## config.mk

```make
export PLATFORM = sky130hd
export DESIGN_NAME = conv_result_writer
export DESIGN_NICKNAME = d
export VERILOG_FILES = /design/src/rtl/cnn_pkg.sv /design/src/rtl/raster_addr_gen.sv /design/src/rtl/conv_result_writer.sv
export SDC_FILE = /design/constraint.sdc
export NUM_CORES = 1
export LEC_CHECK = 0
export CELL_PAD_IN_SITES_DETAIL_PLACEMENT = 1
export CELL_PAD_IN_SITES_GLOBAL_PLACEMENT = 1
export CORE_ASPECT_RATIO = 1.2
export CORE_UTILIZATION = 37
export CTS_CLUSTER_DIAMETER = 30
export DETAILED_ROUTE_END_ITERATION = 7
export PLACE_DENSITY_LB_ADDON = 0.1
export SLEW_MARGIN = 20
export SYNTH_ARGS = -nofsm -noshare
export SYNTH_HDL_FRONTEND = slang
export SYNTH_SLANG_ARGS = --single-unit
```

## constraint.sdc

```tcl
create_clock -name clk -period 4.58 [get_ports clk]
set_input_delay 0.916 -clock clk [delete_from_list [all_inputs] [get_ports clk]]
set_output_delay 0.916 -clock clk [all_outputs]
set_load 0.03 [all_outputs]
```

## src/rtl/cnn_pkg.sv

```systemverilog
// cnn_pkg: shared sizes, writer state encoding and legal filter sizes for the CNN datapath.
// Revision 1.0
`default_nettype none

package cnn_pkg;

  localparam int N      = 32;
  localparam int DATA_W = 16;

  localparam logic [15:0] FILT_1 = 16'd1;
  localparam logic [15:0] FILT_3 = 16'd3;
  localparam logic [15:0] FILT_5 = 16'd5;

  typedef enum logic [2:0] {
    ST_IDLE  = 3'd0,
    ST_RUN   = 3'd1,
    ST_FLUSH = 3'd2,
    ST_DONE  = 3'd3,
    ST_ERR   = 3'd4
  } conv_wr_state_t;

endpackage

`default_nettype wire

```

## src/rtl/raster_addr_gen.sv

```systemverilog
// raster_addr_gen: row/col raster counters with an incrementally maintained row*osz base.
// Revision 1.0
`default_nettype none

module raster_addr_gen #(
  parameter int AW = 10
) (
  input  logic          clk,
  input  logic          reset,
  input  logic          clear,
  input  logic          advance,
  input  logic [15:0]   osz,
  output logic [AW-1:0] addr,
  output logic          last
);

  logic [15:0]   row_q;
  logic [15:0]   col_q;
  logic [AW-1:0] base_q;
  logic          col_wrap;

  assign col_wrap = (col_q == osz - 16'd1);
  assign last     = col_wrap && (row_q == osz - 16'd1);
  assign addr     = base_q + AW'(col_q);

  // base_q tracks row_q*osz by adding osz on each row wrap
  always_ff @(posedge clk) begin
    if (reset || clear) begin
      row_q  <= '0;
      col_q  <= '0;
      base_q <= '0;
    end else if (advance) begin
      if (col_wrap) begin
        col_q  <= '0;
        row_q  <= row_q + 16'd1;
        base_q <= base_q + AW'(osz);
      end else begin
        col_q  <= col_q + 16'd1;
      end
    end
  end

endmodule

`default_nettype wire

```

## src/rtl/conv_result_writer.sv

```systemverilog
// conv_result_writer: validates a feature-map config, then writes convolver results to memory in raster order.
// Revision 1.0
`default_nettype none

module conv_result_writer #(
  parameter int N      = cnn_pkg::N,
  parameter int DATA_W = cnn_pkg::DATA_W
) (
  input  logic                    clk,
  input  logic                    reset,
  input  logic                    start,
  input  logic [15:0]             img_size,
  input  logic [15:0]             filter_size,
  input  logic                    relu_en,
  input  logic                    in_valid,
  input  logic [DATA_W-1:0]       in_data,
  output logic                    in_ready,
  input  logic                    mem_busy,
  output logic                    wr_en,
  output logic [$clog2(N*N)-1:0]  wr_addr,
  output logic [DATA_W-1:0]       wr_data,
  output logic [15:0]             out_size,
  output logic                    done,
  output logic                    cfg_err
);

  import cnn_pkg::*;

  localparam int AW = $clog2(N*N);

  conv_wr_state_t    state_q;
  logic              relu_q;
  logic [15:0]       out_size_q;
  logic              wr_en_q;
  logic [AW-1:0]     wr_addr_q;
  logic [DATA_W-1:0] wr_data_q;
  logic              done_q;
  logic              cfg_err_q;

  logic signed [16:0] osz_d;
  logic               filt_ok;
  logic               cfg_ok;
  logic               launch;
  logic               accept;
  logic [AW-1:0]      gen_addr;
  logic               gen_last;

  always_comb begin
    osz_d   = $signed({1'b0, img_size}) - $signed({1'b0, filter_size[15:1], 1'b0});
    filt_ok = (filter_size == FILT_1) || (filter_size == FILT_3) || (filter_size == FILT_5);
    cfg_ok  = filt_ok && (osz_d > 17'sd0) && (osz_d <= $signed(17'(N)));
    launch  = start && ((state_q == ST_IDLE) || (state_q == ST_DONE) || (state_q == ST_ERR));
  end

  assign in_ready = (state_q == ST_RUN) && !mem_busy;
  assign accept   = in_valid && in_ready;

  raster_addr_gen #(.AW(AW)) u_addr_gen (
    .clk     (clk),
    .reset   (reset),
    .clear   (launch && cfg_ok),
    .advance (accept),
    .osz     (out_size_q),
    .addr    (gen_addr),
    .last    (gen_last)
  );

  always_ff @(posedge clk) begin
    if (reset) begin
      state_q    <= ST_IDLE;
      relu_q     <= 1'b0;
      out_size_q <= '0;
      wr_en_q    <= 1'b0;
      wr_addr_q  <= '0;
      wr_data_q  <= '0;
      done_q     <= 1'b0;
      cfg_err_q  <= 1'b0;
    end else begin
      wr_en_q <= accept;
      if (accept) begin
        wr_addr_q <= gen_addr;
        wr_data_q <= (relu_q && in_data[DATA_W-1]) ? '0 : in_data;
      end
      case (state_q)
        ST_IDLE, ST_DONE, ST_ERR: begin
          if (launch) begin
            out_size_q <= osz_d[15:0];
            relu_q     <= relu_en;
            if (cfg_ok) begin
              state_q   <= ST_RUN;
              done_q    <= 1'b0;
              cfg_err_q <= 1'b0;
            end else begin
              state_q   <= ST_ERR;
              done_q    <= 1'b1;
              cfg_err_q <= 1'b1;
            end
          end
        end
        ST_RUN: begin
          if (accept && gen_last) state_q <= ST_FLUSH;
        end
        ST_FLUSH: begin
          state_q <= ST_DONE;
          done_q  <= 1'b1;
        end
        default: state_q <= ST_IDLE;
      endcase
    end
  end

  assign wr_en    = wr_en_q;
  assign wr_addr  = wr_addr_q;
  assign wr_data  = wr_data_q;
  assign out_size = out_size_q;
  assign done     = done_q;
  assign cfg_err  = cfg_err_q;

endmodule

`default_nettype wire

```

Word level (Yosys, flattened, before mapping). Cells that the tools add are included.

Multiplexer cells: 9. Equality and inequality tests: 11. $lt $le $gt $ge: 2. Reduce and logical (&&, ||, !) cells: 22. Add/subtract/negate cells: 6.

Operator list (count): adder 16 x 1 -> 16 bit, second input constant (2); == test 16 bit (2); 2-to-1 mux 16 bit (2); adder 10 bit (2); > comparator 17 x 1 -> 1 bit, second input constant (1); <= comparator 17 x 7 -> 1 bit, second input constant (1); subtractor 16 x 16 -> 17 bit (1); == test 16 x 1 -> 1 bit, second input constant (1); == test 16 x 2 -> 1 bit, second input constant (1); == test 16 x 3 -> 1 bit, second input constant (1); subtractor 16 x 1 -> 16 bit, second input constant (1); logical AND 1 bit (9); 2-to-1 mux 3 bit (3); case mux 3 bit (3 select lines) (1); AND reduction 2 bit (4); == test 3 x 2 -> 1 bit, second input constant (2); logical OR 1 bit (5); == test 3 x 1 -> 1 bit, second input constant (1); == test 3 bit, second input constant (1); zero test 3 bit (1); OR reduction 3 bit (1); 2-to-1 mux 1 bit (2); != test 2 x 1 -> 1 bit, second input constant (1); != test 2 bit, second input constant (1); other kinds (3) (3).

Word-level logic and storage cells: 61. Output and inout bits: 46. Flip-flop bits (word level): 91.

Longest topological paths before layout. Gate-level depths: netlist (run 1).

Word-level depth: 8. Gate-level depth with buffers: 13. Mapped depth without buffers: 11.

Cells and area by module. A second synthesis (run 1) with hierarchy kept.

Cells, all modules: 753. Area total of the unflattened synthesis: 6312.3 um2.

By module, submodules not included: raster_addr_gen (instances 1, area each 3613.5 um2, cells each 425); conv_result_writer (instances 1, area each 2698.8 um2, cells each 328).

Worst setup path after synthesis (run 1). OpenSTA, ideal clock, no wires.

Path type: input to register. Start point: in mem_busy. End point: reg u_addr_gen.row_q[10]. Setup slack: 0.707 ns. Arrival time: 3.757 ns. Setup time: 0.116 ns. Path buffers: 0. Data required time: 4.464 ns. Cell stages on the path: 8. Path through: nor4b_1 -> nand2_1 -> a31oi_1 -> o2111a_1 -> nand3_1 -> or3_1 -> xor2_1 -> nor2_2.

Word-level cells in the longest chain between the ends: 4.

RTL lines: start: declaration (RTL line conv_result_writer.sv:18) `input logic mem_busy,`; zero test 1 bit (RTL line conv_result_writer.sv:55) `assign in_ready = (state_q == ST_RUN) && !mem_busy;`; logical AND 1 bit (RTL line conv_result_writer.sv:55); logical AND 1 bit (RTL line conv_result_writer.sv:56) `assign accept = in_valid && in_ready;`; AND reduction 2 bit (no source line); end signal: assignment (RTL line raster_addr_gen.sv:35) `row_q <= row_q + 16'd1;`; end: declaration (RTL line raster_addr_gen.sv:17) `logic [15:0] row_q;`.

Every way passes these cells. A chain may end at the register's enable or synchronous reset.

Worst setup path in the final report (run 1).
Start point: in filter_size[2]. End point: reg u_addr_gen.row_q[11].

Word-level cells in the longest chain between the ends: 7. Elaborated cells between the ends (all ways): 12. Those cells by class: add/sub: 1; order compare: 2; eq/ne: 3; reduce/logical: 6.

RTL lines: start: declaration (RTL line conv_result_writer.sv:13) `input logic [15:0] filter_size,`; parallel branches: the longest is 4 deep, another holds subtractor 16 x 16 -> 17 bit; logical AND 1 bit (*) (RTL line conv_result_writer.sv:51) `cfg_ok = filt_ok && (osz_d > 17'sd0) && (osz_d <= $signed(17'(N)));`; logical AND 1 bit (*) (RTL line conv_result_writer.sv:61) `.clear (launch && cfg_ok),`; logical OR 1 bit (*) (RTL line raster_addr_gen.sv:28) `if (reset || clear) begin`.

Mark *: on every way between the ends.

==> flow_summary_export.csv, run 1 <==
group,metric,value,unit
outcome,outcome,"finished, final reports clean",
global_routing,gr-usage-all-layers,0.242,
final_layout,final_net_count,971,
final_layout,layout.cell_area.non_filler,7970,um^2
clocking,cts_tree,"built",
setup_path,crit_path_max_fanout,44,
floorplanning,io-pin-count,100,
timing,tightest_slew,954,ps
logic_synthesis,synth_top_cells_by_count,"sky130_fd_sc_hd__dfxtp_1, sky130_fd_sc_hd__nand2_1, sky130_fd_sc_hd__a21oi_1",
clocking,cts-buffers-inserted,9,
logic_synthesis,synth-adder-area-share,0.0787,
floorplanning,area_inside_the_core_boundary,17000,um^2
global_routing,first_global_vias,6673,
logic_synthesis,ys_ff_latch,91,
place,preCtsSetupSlack,80.6,ps
timing,grt_setup_unrepaired,"false",
setup_path,critical_path_arrival,4330,ps
timing,postLayoutSetupSlackWorst,510,ps
setup_path,crit_type,"in2reg",
clocking,postCtsSetupRepairBufs,0,
global_routing,number_of_antenna_violations_at_the_first_check_in_global_routing,0,
power_and_ir_drop,report.power.total,2.14,mW
power_and_ir_drop,powerDensity,269,nW/um^2
clocking,insertion_delay,360,ps
detailed_routing,drc,0,
setup_path,r2r.worst_path.cells,10,
clocking,postCtsResizedCells,0,
logic_synthesis,synth_area_in_compound_gates,0.188,
timing,slew-limit-headroom,0.348,
place,place_inst,1083,
logic_synthesis,post-synth-top-count-cell,"sky130_fd_sc_hd__dfxtp_1",
floorplanning,placementRows,52,
logic_synthesis,dominantRegCellSynth,"sky130_fd_sc_hd__dfxtp_1",
power_and_ir_drop,total_leakage_power,3.01,nW
detailed_routing,vias_per_cell,5.64,
power_and_ir_drop,switching_share,0.330,
global_routing,grt_max_degree,45,
logic_synthesis,synthesis.instances,797,
timing,final-setup-viol-count,0,
place,post_detailed_placement_cell_area,7680,um^2
detailed_routing,drt_first_iter_violations,278,
place,place.detailed.hpwl,16300,um
min_path,hp-class,"reg2reg",
timing,fin_hold_ws,461,ps
clocking,cts_root_buffer,"sky130_fd_sc_hd__clkbuf_16",
clocking,cts-root-to-sink-buffers,2,
logic_synthesis,proportion_of_synthesized_flip_flops_having_asynchronous_set_or_reset,0,
setup_path,timing.critical_path.from_type,"primary input",
logic_synthesis,mappedNetlistArea,6490,um^2
final_layout,postLayoutCoreUtil,0.469,
place,place_congestion,0.883,
logic_synthesis,synth.lib_cells_used.distinct,78,
logic_synthesis,largest_family_of_logic_cells_by_synthesized_area,"simple AND/OR/NAND/NOR gates",
logic_synthesis,cell_type_with_the_highest_aggregate_area_in_the_netlist,"sky130_fd_sc_hd__dfxtp_1",
setup_path,required,4840,ps
place,port_buffers,99,
timing,timing.final.hold_violations,0,
clocking,cts_hold_repair.buffers,0,
detailed_routing,num_vias,6200,
global_routing,grt_overflow,0,
logic_synthesis,syn_avg_cell_area,8.14,um^2
timing,fin_crit_sh,0.889,
min_path,whs_path_depth,2,
clocking,cts.htree.levels,3,
logic_synthesis,synth-seq-area-share,0.281,
detailed_routing,drt-pass1-iter-count,4,
logic_synthesis,synthXorXnorAreaFrac,0.116,
floorplanning,floorplan.die.height,147,um
timing,slew_violations,0,
timing,fin_crit,4070,ps
setup_path,end_kind,"flop",
detailed_routing,final_antenna_net_count,0,
floorplanning,initial_core_util,0.382,
final_layout,diodes,0,
run,maxCapViolations,0,
power_and_ir_drop,cellInternalPower,1.44,mW
final_layout,synthToLayoutAreaGrowth,22.8,%
logic_synthesis,syn_nets,890,
final_layout,post_route_cells_drive_above_1_share,0.0680,
detailed_routing,wl_per_cell,19.1,um
power_and_ir_drop,combinational_fraction_of_design_power,0.253,
timing,clock_skew,5.13,ps
power_and_ir_drop,vdd_ir_drop_max,0.000154,V
detailed_routing,detail_route.wirelength,21000,um
logic_synthesis,synthDominantCellAreaShare,0.281,
final_layout,non_filler_instances,1099,
power_and_ir_drop,p_sw,0.706,mW
clocking,clkTransAtPathRegs,70,ps
logic_synthesis,count_of_flip_flops_with_a_built_in_enable_after_synthesis,0,
clocking,clock_sinks,91,
power_and_ir_drop,seq_power_share,0.397,
timing,setup-tns-final,0,ps
logic_synthesis,yosys.area_share.simple,0.275,
floorplanning,die_area,18100,um^2
timing,fmax,246,MHz
logic_synthesis,synth_warnings,0,
logic_synthesis,muxShareOfSynthArea,0.00521,
logic_synthesis,synth.area.top_cells,"sky130_fd_sc_hd__dfxtp_1, sky130_fd_sc_hd__ha_1, sky130_fd_sc_hd__xnor2_1",
global_routing,grt_first_pass_wirelength,33900,um
power_and_ir_drop,power_frac_clock,0.351,
floorplanning,floorplan.die.width,123,um
-- worst paths after layout --
| path | startpoint | end | slack (ps) |
|---|---|---|---|
| hold reg to reg | wr_addr[3] | wr_addr[3] | 460 |
| setup reg to reg | out_size[1] | u_addr_gen.row_q[10] | 670 |
| setup / recovery | filter_size[2] | u_addr_gen.row_q[11] | 510 |
| hold / removal | wr_addr[3] | wr_addr[3] | 460 |
-- cell type report --
class / instances / area, um^2
multi-input cells: 621 / 4320
fillers: 2056 / 9010
clock inverters: 5 / 46.3
flip-flops and latches: 91 / 1820
clock buffers: 11 / 243
inverters: 41 / 154
repair buffers: 114 / 1120
well taps: 216 / 270
-- cell families after synthesis --
kind of cell / after synthesis
adders and majority gates: 39
muxes: 3
DFF: 91
AOI/OAI and AO/OA: 182
and+or+nand+nor: 317
xor gates and xnor gates: 80
buffers and inverters: 85
-- power groups by stage --
| stage | Sequential [mW] | Clock (mW) | Combinational [mW] |
|---|---|---|---|
| floorplan | 0.867 | 0 | 0.359 |
| global placement | 0.867 | 0 | 0.524 |
| detailed placement | 0.869 | 0 | 0.540 |
| CTS | 0.850 | 0.773 | 0.543 |
| global route | 0.853 | 0.800 | 0.590 |
| finish | 0.850 | 0.752 | 0.541 |
-- critical path, cell delays in order --
cell                              delay (ps)
sky130_fd_sc_hd__clkdlybuf4s50_1         540
sky130_fd_sc_hd__inv_1                    70
sky130_fd_sc_hd__ha_1                    280
sky130_fd_sc_hd__nor2b_1                 150
sky130_fd_sc_hd__o2111ai_1               330
sky130_fd_sc_hd__a311oi_1                160
sky130_fd_sc_hd__or3_1                   340
sky130_fd_sc_hd__a2111oi_0               560
sky130_fd_sc_hd__o2111ai_1               290
sky130_fd_sc_hd__o21ai_2                 230
sky130_fd_sc_hd__buf_12                  260
sky130_fd_sc_hd__o21ba_2                 200
-- placed cells by master, fill, tap and decap left out, types with 5 or more instances in the layout --
cell type / count
sky130_fd_sc_hd__o21ai_0: 28
sky130_fd_sc_hd__and4_1: 5
sky130_fd_sc_hd__clkbuf_16: 9
sky130_fd_sc_hd__nor4_1: 7
sky130_fd_sc_hd__ha_1: 36
sky130_fd_sc_hd__nor2b_1: 14
sky130_fd_sc_hd__and3_1: 15
sky130_fd_sc_hd__or4_1: 8
sky130_fd_sc_hd__nand3_1: 30
sky130_fd_sc_hd__nand2b_1: 11
sky130_fd_sc_hd__xnor2_1: 42
sky130_fd_sc_hd__o211ai_1: 5
sky130_fd_sc_hd__a211oi_1: 10
sky130_fd_sc_hd__nand3b_1: 7
sky130_fd_sc_hd__xor2_1: 34
sky130_fd_sc_hd__inv_1: 41
sky130_fd_sc_hd__nand4_1: 18
sky130_fd_sc_hd__a21o_1: 10
sky130_fd_sc_hd__dfxtp_1: 91
sky130_fd_sc_hd__nand2_1: 72
sky130_fd_sc_hd__nor3_1: 36
sky130_fd_sc_hd__a21oi_1: 60
sky130_fd_sc_hd__nor2_1: 53
sky130_fd_sc_hd__or3_1: 8
sky130_fd_sc_hd__a22o_1: 15
sky130_fd_sc_hd__buf_4: 14
sky130_fd_sc_hd__clkdlybuf4s50_1: 99
-- state kept, by name, summed over array words and instances, names as in the netlist --
register           count
out_size              16
u_addr_gen.col_q      16
u_addr_gen.row_q      16
wr_data               16
u_addr_gen.base_q     10
wr_addr               10
state_q                3
cfg_err                1
done                   1
relu_q                 1
wr_en                  1
-- metal layers --
layer | routed length (um) | GRT usage | share of wire
met1 | 8940 | 0.284 | 0.43
met2 | 10700 | 0.432 | 0.51
met3 | 795 | 0.0295 | 0.038
met4 | 570 | 0.112 | 0.027
met5 | 0 | 0 | 0
Power figures use the tool's default switching activity.
==> inputs of run 2 (changes only) <==
--- a/config.mk
+++ b/config.mk
@@ -7,8 +7,8 @@
 export LEC_CHECK = 0
 export CELL_PAD_IN_SITES_DETAIL_PLACEMENT = 1
 export CELL_PAD_IN_SITES_GLOBAL_PLACEMENT = 1
-export CORE_ASPECT_RATIO = 1.2
-export CORE_UTILIZATION = 37
+export CORE_ASPECT_RATIO = 0.8
+export CORE_UTILIZATION = 41
 export CTS_CLUSTER_DIAMETER = 30
 export DETAILED_ROUTE_END_ITERATION = 7
 export PLACE_DENSITY_LB_ADDON = 0.1
==> flow_summary_export.csv, run 2 (synthesis gave the netlist of run 1 again) <==
group,metric,value,unit
setup_path,critical_path.most_common_cell,"sky130_fd_sc_hd__o2111ai_1",
floorplanning,floorplan.die.width,143,um
setup_path,timing.critical_path.slowest_cell_delay,570,ps
final_layout,diodes,0,
floorplanning,placementRows,40,
global_routing,grt-busiest-layer,"met2",
global_routing,grt_overflow,0,
detailed_routing,drc,0,
timing,fin_crit_sh,0.886,
clocking,cts.htree.levels,3,
global_routing,global_route.usage.met1,0.345,
place,place_congestion,0.873,
timing,setup-tns-final,0,ps
timing,fin_hold_ws,466,ps
setup_path,critical_path_arrival,4310,ps
setup_path,cpLargestDelayFamily,"compound AO/OA/AOI/OAI gates",
global_routing,grt_first_pass_wirelength,33400,um
timing,slew_violations,0,
min_path,hp-class,"reg2reg",
floorplanning,initial_core_util,0.426,
global_routing,gr-usage-all-layers,0.265,
clocking,cts_hold_repair.buffers,0,
detailed_routing,num_vias,6310,
place,place_inst,1076,
place,port_buffers,99,
setup_path,worstPathCellList,"clkdlybuf4s50_1 > inv_1 > ha_1 > nor2b_1 > o2111ai_1 > a31oi_1 > o311ai_0 > buf_4 > and3_1 > o2111ai_1 > o21ai_2 > buf_12 > o21ba_2",
timing,grt_setup_unrepaired,"false",
clocking,clock_sinks,91,
timing,slew-limit-headroom,0.300,
clocking,insertion_delay,360,ps
final_layout,final_net_count,970,
final_layout,most-common-layout-cells,"sky130_fd_sc_hd__clkdlybuf4s50_1, sky130_fd_sc_hd__dfxtp_1, sky130_fd_sc_hd__nand2_1, sky130_fd_sc_hd__a21oi_1, sky130_fd_sc_hd__nor2_1",
global_routing,global_route.usage.met3,0.0678,
clocking,postCtsResizedCells,0,
final_layout,post_route_cells_drive_above_1_share,0.0669,
global_routing,number_of_antenna_violations_at_the_first_check_in_global_routing,0,
detailed_routing,detail_route.wirelength,21000,um
clocking,cts-buffers-inserted,9,
timing,tightest_slew,1050,ps
final_layout,synthToLayoutAreaGrowth,22.7,%
power_and_ir_drop,vdd_ir_drop_max,0.000179,V
final_layout,final_common_cell,"sky130_fd_sc_hd__clkdlybuf4s50_1",
global_routing,grt_use_met2,0.427,
floorplanning,area_inside_the_core_boundary,15200,um^2
global_routing,first_global_vias,6433,
outcome,outcome,"finished, final reports clean",
final_layout,non_filler_instances,1092,
setup_path,end_kind,"flop",
setup_path,crit_path_top_delay_cell,"sky130_fd_sc_hd__o311ai_0",
setup_path,crit_type,"in2reg",
detailed_routing,drt_first_iter_violations,358,
detailed_routing,final_antenna_net_count,0,
floorplanning,floorplan.die.height,115,um
timing,fmax,246,MHz
timing,timing.final.hold_violations,0,
timing,fin_crit,4060,ps
timing,final-setup-viol-count,0,
clocking,postCtsSetupRepairBufs,0,
power_and_ir_drop,powerDensity,273,nW/um^2
power_and_ir_drop,report.power.total,2.17,mW
power_and_ir_drop,total_leakage_power,3.00,nW
place,place.detailed.hpwl,16400,um
run,maxCapViolations,0,
floorplanning,die_area,16300,um^2
detailed_routing,vias_per_cell,5.78,
global_routing,grt_max_degree,45,
timing,clock_skew,8.85,ps
setup_path,timing.critical_path.from_type,"primary input",
setup_path,cp.buffers_inverters,4,
setup_path,crit_path_max_fanout,44,
clocking,cts_root_buffer,"sky130_fd_sc_hd__clkbuf_16",
setup_path,required,4830,ps
final_layout,postLayoutCoreUtil,0.523,
detailed_routing,drt-pass1-iter-count,5,
clocking,clkTransAtPathRegs,60,ps
clocking,cts-root-to-sink-buffers,2,
floorplanning,io-pin-count,100,
clocking,cts_tree,"built",
detailed_routing,wl_per_cell,19.3,um
==> run 2: cell count changes in the layout (fill, tap and decap cells not counted) <==
cell,previous run,this run
sky130_fd_sc_hd__clkinv_2,0,1
sky130_fd_sc_hd__clkinv_4,3,1
sky130_fd_sc_hd__a211oi_2,1,0
sky130_fd_sc_hd__a211oi_1,10,11
sky130_fd_sc_hd__buf_4,14,13
sky130_fd_sc_hd__inv_8,1,0
sky130_fd_sc_hd__clkbuf_1,1,0
sky130_fd_sc_hd__clkbuf_8,1,0
sky130_fd_sc_hd__bufinv_16,0,1
sky130_fd_sc_hd__inv_6,1,2
sky130_fd_sc_hd__clkinvlp_4,0,2
==> run 2: area by class of cell <==
type	count	area, um^2
Timing Repair Buffer	113	1110
Inverter	41	154
Clock buffer	9	225
Clock inverter	7	76.3
Multi-Input combinational cell	621	4310
Tap cell	210	263
Fill cell	1864	7260
Sequential cell	91	1820
==> run 2: worst paths after layout <==
kind / startpoint / end / slack [ps] / cells past startpoint
setup / recovery: filter_size[2] / u_addr_gen.row_q[14] / 520 / 13
hold / removal: wr_data[15] / wr_data[15] / 470 / 2
setup reg to reg: out_size[0] / u_addr_gen.row_q[10] / 760 / 10
hold reg to reg: wr_data[15] / wr_data[15] / 470 / 2
==> run 2: per-layer routing <==
metal  routed length [um]  share of wire
met1                 9950           0.47
met2                 9470           0.45
met5                    0              0
met3                 1180          0.056
met4                  435          0.021
==> run 2: metrics by stage <==
stage,setup WS (ps),area (um^2)
3_5_place_dp,213,7660
3_3_place_gp,290,7660
4_1_cts,582,7960
2_1_floorplan,707,6490
6_report,521,7960
5_1_grt,408,7960
==> run 2: power breakdown <==
group | internal (mW) | total (mW) | switching, mW
clock | 0.427 | 0.775 | 0.348
combinational | 0.238 | 0.549 | 0.311
sequential | 0.806 | 0.846 | 0.0394
==> run 2: worst register-to-register path, delay by kind of cell (launching register included) <==
family                     cells  cell delay, ps
muxes                          1             250
buffers and inverters          1             130
and+or+nand+nor                4            1550
xor gates and xnor gates       1             170
DFF                            1             490
AOI/OAI and AO/OA              2             900
adders and majority gates      1             220
==> inputs of run 3 (changes only) <==
--- a/config.mk
+++ b/config.mk
@@ -11,6 +11,7 @@
 export CORE_UTILIZATION = 41
 export CTS_CLUSTER_DIAMETER = 30
 export DETAILED_ROUTE_END_ITERATION = 7
+export HOLD_SLACK_MARGIN = 0.1
 export PLACE_DENSITY_LB_ADDON = 0.1
 export SLEW_MARGIN = 20
 export SYNTH_ARGS = -nofsm -noshare
==> results of run 3 <==
Same layout as run 2: the final DEF is identical, and so are final timing and power.
